[config.mk]
export PLATFORM = sky130hd
export DESIGN_NAME = obstacle_scheduler
export DESIGN_NICKNAME = d
export VERILOG_FILES = /design/src/rtl/obstacle_scheduler.sv
export SDC_FILE = /design/constraint.sdc
export NUM_CORES = 1
export LEC_CHECK = 0
export BUFFER_PORTS_ARGS = -buffer_cell sky130_fd_sc_hd__buf_2
export CORE_MARGIN = 4
export CORE_UTILIZATION = 45
export CTS_BUF_LIST = sky130_fd_sc_hd__clkbuf_4 sky130_fd_sc_hd__clkbuf_8
export CTS_CLUSTER_SIZE = 12
export DETAILED_ROUTE_END_ITERATION = 8
export PLACE_DENSITY = 0.72
export RECOVER_POWER = 25
export SETUP_SLACK_MARGIN = 0.2
export SYNTH_ARGS = -nofsm -noshare
export SYNTH_HDL_FRONTEND = slang
export SYNTH_SLANG_ARGS = --single-unit
[constraint.sdc]
create_clock -name clk -period 8.2 [get_ports clk]
set_input_delay 0.82 -clock clk [delete_from_list [all_inputs] [get_ports clk]]
set_output_delay 0.82 -clock clk [all_outputs]
set_load 0.05 [all_outputs]
[src/rtl/obstacle_scheduler.sv]
// obstacle_scheduler: game FSM for a two-obstacle scroller. Paces obstacle
// steps with a speed-adjusted timer, respawns obstacles with LFSR-derived
// gap heights, counts passed obstacles and detects player collisions.
module obstacle_scheduler #(
    parameter int TIME_MAX   = 4000000,
    parameter int SPAWN_X    = 670,
    parameter int SPACING    = 335,
    parameter int T_W        = 29,
    parameter int S_Z        = 120,
    parameter int P_X        = 100,
    parameter int P_SIZE     = 16,
    parameter int SPEED_STEP = 200000,
    parameter int SPEED_MAX  = 2000000
) (
    input  logic        clk,
    input  logic        reset,
    input  logic        start,
    input  logic [9:0]  p_y,
    output logic        move_tick,
    output logic [9:0]  o1_x,
    output logic [9:0]  o2_x,
    output logic [9:0]  S_H1,
    output logic [9:0]  S_H2,
    output logic [25:0] speed_offset,
    output logic [7:0]  score,
    output logic [1:0]  state,
    output logic        game_over
);

    typedef enum logic [1:0] {IDLE = 2'd0, PLAY = 2'd1, HIT = 2'd2, OVER = 2'd3} state_t;

    localparam logic [9:0]  X_SPAWN1 = 10'(SPAWN_X);
    localparam logic [9:0]  X_SPAWN2 = 10'(SPAWN_X + SPACING);
    localparam logic [9:0]  H_INIT   = 10'd185;
    localparam logic [9:0]  X_PLAYER = 10'(P_X);
    localparam logic [11:0] X_HI     = 12'(P_X + P_SIZE + T_W - 2);
    localparam logic [11:0] PY_OFF   = 12'(P_SIZE - 1);
    localparam logic [11:0] GAP_OFF  = 12'(S_Z - 1);
    localparam logic [11:0] FLOOR_Y  = 12'd479;
    localparam logic [15:0] SEED     = 16'hACE1;

    state_t      st;
    logic [25:0] timer;
    logic [15:0] lfsr;

    // Gap height from a random byte; out-of-range values fold to the default.
    function automatic logic [9:0] new_h(input logic [7:0] r);
        return (r <= 8'd210) ? 10'd20 + 10'(r) : H_INIT;
    endfunction

    logic        active, expire, step, fb;
    logic [25:0] limit;
    logic [11:0] py_bot;
    logic        in1, in2, hit1, hit2, floor_hit, collide;
    logic [9:0]  o1_nxt, o2_nxt, h1_nxt, h2_nxt;
    logic [8:0]  score_sum;
    logic [7:0]  score_nxt;
    logic        bump;
    logic [26:0] speed_sum;
    logic [25:0] speed_nxt;

    assign state  = st;
    assign fb     = lfsr[15] ^ lfsr[13] ^ lfsr[12] ^ lfsr[10];
    assign active = (st == PLAY) || (st == HIT);
    assign limit  = 26'(TIME_MAX) - speed_offset;
    assign expire = active && (timer == limit);
    assign step   = move_tick && (st == PLAY);

    // Player box versus each pipe column, plus the floor line.
    assign py_bot    = {2'b0, p_y} + PY_OFF;
    assign in1       = (o1_x >= X_PLAYER) && ({2'b0, o1_x} <= X_HI);
    assign in2       = (o2_x >= X_PLAYER) && ({2'b0, o2_x} <= X_HI);
    assign hit1      = in1 && ((p_y < S_H1) || (py_bot >= {2'b0, S_H1} + GAP_OFF));
    assign hit2      = in2 && ((p_y < S_H2) || (py_bot >= {2'b0, S_H2} + GAP_OFF));
    assign floor_hit = py_bot >= FLOOR_Y;
    assign collide   = hit1 || hit2 || floor_hit;

    // Obstacle 2 takes the high byte only when both respawn together.
    assign o1_nxt = (o1_x == 10'd0) ? X_SPAWN1 : o1_x - 10'd1;
    assign o2_nxt = (o2_x == 10'd0) ? X_SPAWN1 : o2_x - 10'd1;
    assign h1_nxt = (o1_x == 10'd0) ? new_h(lfsr[7:0]) : S_H1;
    assign h2_nxt = (o2_x == 10'd0) ? new_h((o1_x == 10'd0) ? lfsr[15:8] : lfsr[7:0]) : S_H2;

    // A pass is an obstacle stepping from the player's x to one left of it.
    assign score_sum = {1'b0, score} + 9'(o1_x == X_PLAYER) + 9'(o2_x == X_PLAYER);
    assign score_nxt = score_sum[8] ? 8'd255 : score_sum[7:0];
    assign bump      = (score_nxt / 8'd5) != (score / 8'd5);
    assign speed_sum = {1'b0, speed_offset} + 27'(SPEED_STEP);
    assign speed_nxt = (speed_sum > 27'(SPEED_MAX)) ? 26'(SPEED_MAX) : speed_sum[25:0];

    // Game FSM with timer, LFSR and all registered outputs.
    always_ff @(posedge clk) begin
        if (reset) begin
            st           <= IDLE;
            timer        <= '0;
            lfsr         <= SEED;
            move_tick    <= 1'b0;
            o1_x         <= X_SPAWN1;
            o2_x         <= X_SPAWN2;
            S_H1         <= H_INIT;
            S_H2         <= H_INIT;
            score        <= '0;
            speed_offset <= '0;
            game_over    <= 1'b0;
        end else begin
            lfsr      <= {lfsr[14:0], fb};
            move_tick <= expire && (st == PLAY);
            if (active) timer <= expire ? 26'd0 : timer + 26'd1;
            else        timer <= '0;
            case (st)
                IDLE: if (start) begin
                    st           <= PLAY;
                    timer        <= '0;
                    o1_x         <= X_SPAWN1;
                    o2_x         <= X_SPAWN2;
                    S_H1         <= H_INIT;
                    S_H2         <= H_INIT;
                    score        <= '0;
                    speed_offset <= '0;
                end
                PLAY: begin
                    if (step) begin
                        o1_x  <= o1_nxt;
                        o2_x  <= o2_nxt;
                        S_H1  <= h1_nxt;
                        S_H2  <= h2_nxt;
                        score <= score_nxt;
                        if (bump) speed_offset <= speed_nxt;
                    end
                    if (collide) st <= HIT;
                end
                HIT: if (expire) begin
                    st        <= OVER;
                    game_over <= 1'b1;
                end
                OVER: if (start) begin
                    st        <= IDLE;
                    game_over <= 1'b0;
                end
                default: st <= IDLE;
            endcase
        end
    end

endmodule

-- After elaboration in Yosys (flattened, before gate mapping)
Index checks and enable logic that the tools add are counted.
- output and inout port bits: 78
- bits in registers: 120
- word-level logic and storage cells: 117
- input bits: 13
- reduce and logical (&&, ||, !) cells: 23
- div/mod/pow operators: 2
- order comparisons: 12
- bitwise operators: 3
- equality and inequality tests: 15
- mux-type cells: 39
- add/sub/neg operators: 12
- operator list (operator ; number):
    26-bit 2-to-1 mux ; 8
    10-bit 2-to-1 mux ; 11
    10-bit one-hot mux with 2 select lines ; 4
    26-bit one-hot mux with 2 select lines ; 1
    8-bit 2-to-1 mux ; 4
    26-bit by 18-bit adder with 27-bit output, second input constant ; 1
    27-bit by 21-bit greater-than comparator with 1-bit output, second input constant ; 1
    26-bit by 1-bit adder with 26-bit output, second input constant ; 1
    26-bit equality test ; 1
    22-bit by 26-bit subtractor with 26-bit output, first input constant ; 1
    10-bit by 7-bit adder with 11-bit output, second input constant ; 2
    11-bit greater-or-equal comparator ; 2
    10-bit by 7-bit equality test with 1-bit output, second input constant ; 2
    10-bit by 7-bit greater-or-equal comparator with 1-bit output, second input constant ; 2
    10-bit by 8-bit less-or-equal comparator with 1-bit output, second input constant ; 2
    10-bit zero test ; 2
    10-bit < comparator ; 2
    10-bit by 1-bit subtractor with 10-bit output, second input constant ; 2
    5-bit by 8-bit adder with 9-bit output, first input constant ; 2
    9-bit 2-to-1 mux ; 2
    8-bit by 3-bit divider with 8-bit output, second input constant ; 2
    8-bit less-or-equal comparator, second input constant ; 2
    8-bit one-hot mux with 2 select lines ; 1
    4-bit AND reduction ; 4
    19 further kinds ; 44

-- Depth between registers and ports, before layout
- depth after elaboration: 9
- gate-level depth with buffers: 32
- depth with buffers taken out: 30

-- Worst setup path before layout
OpenSTA, ideal clock, no wires.
- path type: register -> register
- from: register o2_x[0]
- to: register speed_offset[17]
- period minus slack after synthesis: 6.870 ns
- slack: 1.330 ns
- path buffers: 1
- stages on the path, launching flop included: 32
- library setup time: 0.122 ns
- data arrival time: 6.748 ns
- required time: 8.078 ns
- path through: dfxtp_1 inv_1 ha_1 nor4b_1 and3_1 fa_1 ha_1 nand3_1 o32ai_1 nor2_2 inv_1 ha_1 a31o_2 o2111ai_2 a21oi_1 o21ai_0 a31oi_2 inv_1 ha_1 inv_1 o21ai_2 a211oi_2 ha_1 inv_1 a31o_1 a2111oi_2 a211oi_1 o31a_1 o31a_1 buf_6 a21boi_1 a221o_1
- word-level cells in the longest chain between the ends: 7
- ends and longest elaborated chain (element ; RTL line ; text):
    from (decl) ; 21 ; output logic [9:0] o2_x,
    from (signal assigned) ; 124 ; o2_x <= o2_nxt;
    10-bit by 7-bit equality test with 1-bit output ; 85 ; assign score_sum = {1'b0, score} + 9'(o1_x == X_PLAYER) + 9'(o2_x == X_PLAYER);
    9-bit by 1-bit adder with 9-bit output ; 85 ;
    8-bit 2-to-1 mux ; 86 ; assign score_nxt = score_sum[8] ? 8'd255 : score_sum[7:0];
    8-bit by 3-bit divider with 8-bit output ; 87 ; assign bump = (score_nxt / 8'd5) != (score / 8'd5);
    8-bit != test ; 87 ;
    2-bit != test (no source line) ; -- ;
    4-bit AND reduction (no source line) ; -- ;
    to (signal assigned) ; 128 ; if (bump) speed_offset <= speed_nxt;
    to (decl) ; 24 ; output logic [25:0] speed_offset,
No other way between the ends.
A chain may end at the register's enable or synchronous reset.

-- Worst setup path after layout
- from: register o2_x[0]
- to: register speed_offset[16]
Same word-level chain as after synthesis.

==> key figures <==
Routing
  • Total iterations of the first detailed-routing run: 7
  • Via/cell ratio: a little under 6
  • Remaining antenna violation count: 0
  • DR vias: 8,932
  • WL final: about 24,000 um
  • DR iter-0 viols: 778
  • DR WL/cell: 15.57 um
  • Remaining DRCs: 0

Hold path
  • HP Class: register to register
  • Worst Hold End: lfsr[15]
  • Hold_sp: lfsr[14]
  • Worst hold path cell count: 1

Synth
  • Main combinational cell family by area after synthesis: compound AO/OA/AOI/OAI gates
  • Register bit total from synthesis: approximately 110
  • Synth warn: 0
  • Compound-Gate Fraction of Synth Area: 0.2543
  • Seq/Total Area, Yosys: 0.2382
  • Xor/xnor cell area share of the yosys netlist: 0.09091
  • Post-Synth Simple-Gate Area: 0.2376
  • Cell count after synthesis: between 1,000 and 1,500
  • Mux share of post-synthesis cell area: 0.01648
  • Synth Area in Adders: 0.09888
  • Synth Area per Inst: 7.647 um^2
  • FFs w/ async S/R, synth: 0
  • Post-synth cell types: 99
  • Netlist Area Pre-Place: ~9400 um^2
  • Main synth FF type: dfxtp_1
  • Post-synth EDFFs: 0

Floorplan
  • Site Rows: 52
  • Starting Density: 0.4608
  • Die footprint: roughly 23,000 um^2
  • Number of top-level pins: 91
  • Core area: 20,430 um^2
  • Chip height: roughly 150 um
  • Die X: about 150 um

Outcome
  • Failing checks: capacitance limit, slew limit
  • Outcome: finished with violations

Clock network
  • Number of hold buffers added after CTS: 0
  • Clock sinks: approximately 110
  • Worst skew pair latency: 400 ps
  • Clk slew on worst S/H paths: approximately 120 ps
  • CTS tree: done
  • CTS Buf Count: 9
  • H-tree depth: 3
  • Clk root buf: clkbuf_8
  • Clk buf depth: 2

Setup path
  • Worst setup SP type: register
  • Critical Path RT: approximately 8500 ps
  • R2R depth: 30
  • CP Max Fanout: 23
  • Slowest cell on crit path: or4_1
  • Reg2Reg Setup Slack: 960 ps
  • Reg-to-reg startpoint: o2_x[0]
  • Endpoint of the worst register-to-register path: speed_offset[16]
  • Critical Setup Path Class: register to register
  • Slowest stage delay, CP: around 520 ps
  • Crit path DAT: 7580 ps
  • Setup crit end kind: register

Place
  • Setup slack at placement: around 610 ps
  • Cell Count Post-Placement: approximately 1,500
  • Port bufs: 82
  • Hpwl dp: between 15,000 and 20,000 um
  • Cell Area, Placed: between 9000 and 10,000 um^2
  • GPL Wtd Cong: between 0.9 and 1

STA
  • Final Worst Setup Slack: roughly 960 ps
  • Unrepaired setup endpoints after global routing: false
  • Slew Viols, Final: 36
  • Worst-Margin Slew: ~1600 ps
  • Total negative slack: 0 ps
  • Min cycle time layout: around 7200 ps
  • Hold Slack: 461.8 ps
  • Setup Viol. Count Final: 0
  • Part of the cycle the worst path needs: 0.8825
  • Slew headroom: -0.07175
  • Max frequency: roughly 140 MHz
  • Final hold vios: 0
  • Final setup skew: around 13 ps

Final layout
  • Most common cell after layout, fill and taps aside: nor2_1
  • Most frequent cells in the layout: 129 x nor2_1, 112 x dfxtp_1, 103 x nand2_1
  • Share of layout cells above drive strength 1: 0.1002
  • Post-route cell area: just over 10,000 um^2
  • Area Growth Syn to Fin: 6.924%
  • Finished Layout Cells: between 1,500 and 2,000
  • Core Util, Final: 0.4927
  • Nets: about 1,300
  • Ant diodes: 0

Job
  • Max Cap Viol: 1

Global route
  • Met1 GRT Util: 0.2737
  • M2 GR Usage: 0.3229
  • Grt total ovfl: 0
  • Initial antenna violation count: 1
  • Busiest grt layer: met2
  • Largest net degree at the start of global routing: 42
  • Total GRT Usage: 0.1985
  • First-pass GRT wire length: ~40,000 um
  • Met3 usage: 0.03806
  • Vias in the first global route: roughly 8,000

Power
  • Static Leakage: around 4.0 nW
  • PwrDens: around 150 nW/um^2
  • PnR Total Power: between 1 and 1.5 mW
  • Worst IR Drop VDD: 91.29 uV
[critical path, delay by kind of cell, from the launching register on]
family	cells	cell delay [ps]
and+or+nand+nor	6	1520
buffers and inverters	5	770
adders and majority gates	5	1410
DFF	1	400
xor gates and xnor gates	1	320
AOI/OAI and AO/OA	13	2760
[how the worst max path moves through the flow]
| stage | from | end | slack (ps) | depth (start not counted) |
|---|---|---|---|---|
| 2_1_floorplan | o2_x[0] | speed_offset[17] | 1330 | 31 |
| 3_3_place_gp | o2_x[0] | speed_offset[14] | 870 | 31 |
| 3_5_place_dp | o2_x[0] | speed_offset[16] | 610 | 31 |
| 4_1_cts | o2_x[1] | speed_offset[14] | 580 | 31 |
| 5_1_grt | o2_x[1] | speed_offset[14] | 330 | 29 |
| 6_report | o2_x[0] | speed_offset[16] | 960 | 30 |
[sequential cells by signal, summed over array words and instances (netlist names)]
register      cells
o2_x             10
speed_offset     20
move_tick         1
o1_x             10
game_over         1
timer            26
lfsr             16
S_H2              9
score             8
state             2
S_H1              9
[logic make-up after synthesis]
group / count (synthesis)
muxes: 15
other: 1
DFF: 112
buffers and inverters: 139
adders and majority gates: 74
AOI/OAI and AO/OA: 342
xor gates and xnor gates: 96
and+or+nand+nor: 452
[power breakdown]
| part | switching [mW] | total (mW) | internal, mW | leakage, nW |
|---|---|---|---|---|
| Sequential | 0.0456 | 0.621 | 0.575 | 0.909 |
| Combinational | 0.374 | 0.532 | 0.158 | 3.02 |
| Clock | 0.215 | 0.336 | 0.121 | 0.0985 |
[what timing repair did]
action	in CTS	in global routing
buffers inserted	0	1
gates resized for setup	0	2
endpoints found under the hold margin	0	0
endpoints found under the setup margin	0	20
[per-layer routing]
metal	share of wire	routed length, um
met1	0.47	11360
met5	0.00029	7
met3	0.055	1327
met4	0.014	337
met2	0.46	10910
[cell usage after synthesis (all sizes together) (5+ instances only)]
library cell	count	area share
nor2	130	0.052
dfxtp	112	0.24
nand2	103	0.041
o21ai	82	0.046
a21oi	73	0.039
ha	72	0.096
inv	59	0.024
clkbuf	58	0.023
xnor2	58	0.055
nand3	42	0.023
xor2	38	0.036
and3	30	0.020
nor3	30	0.016
a21o	20	0.016
buf	20	0.016
o22ai	20	0.015
nor2b	19	0.013
a22oi	18	0.014
a31oi	16	0.011
nand4	15	0.011
nand2b	13	0.0089
or2	13	0.0086
o211ai	12	0.011
o21a	12	0.0097
mux2i	11	0.012
nor4	11	0.0073
and2	10	0.0066
o31ai	10	0.0085
a211oi	9	0.0077
or3	7	0.0047
a21boi	6	0.0048
nand4b	6	0.0056
o2111ai	6	0.0069
or4	6	0.0048
a2111oi	5	0.0066
a221o	5	0.0053
a221oi	5	0.0047
nor3b	5	0.0040
o211a	5	0.0061
[area by class of cell]
type | instances | area (um^2)
clock inverter | 7 | 75.07
fill | 2053 | 10360
timing repair buffer | 92 | 444.2
clock buffer | 9 | 123.9
tap | 270 | 337.8
multi-input combinational | 987 | 6614
sequential | 112 | 2242
inverter | 61 | 229.0
Note: power is estimated with default switching activity, not from simulation.
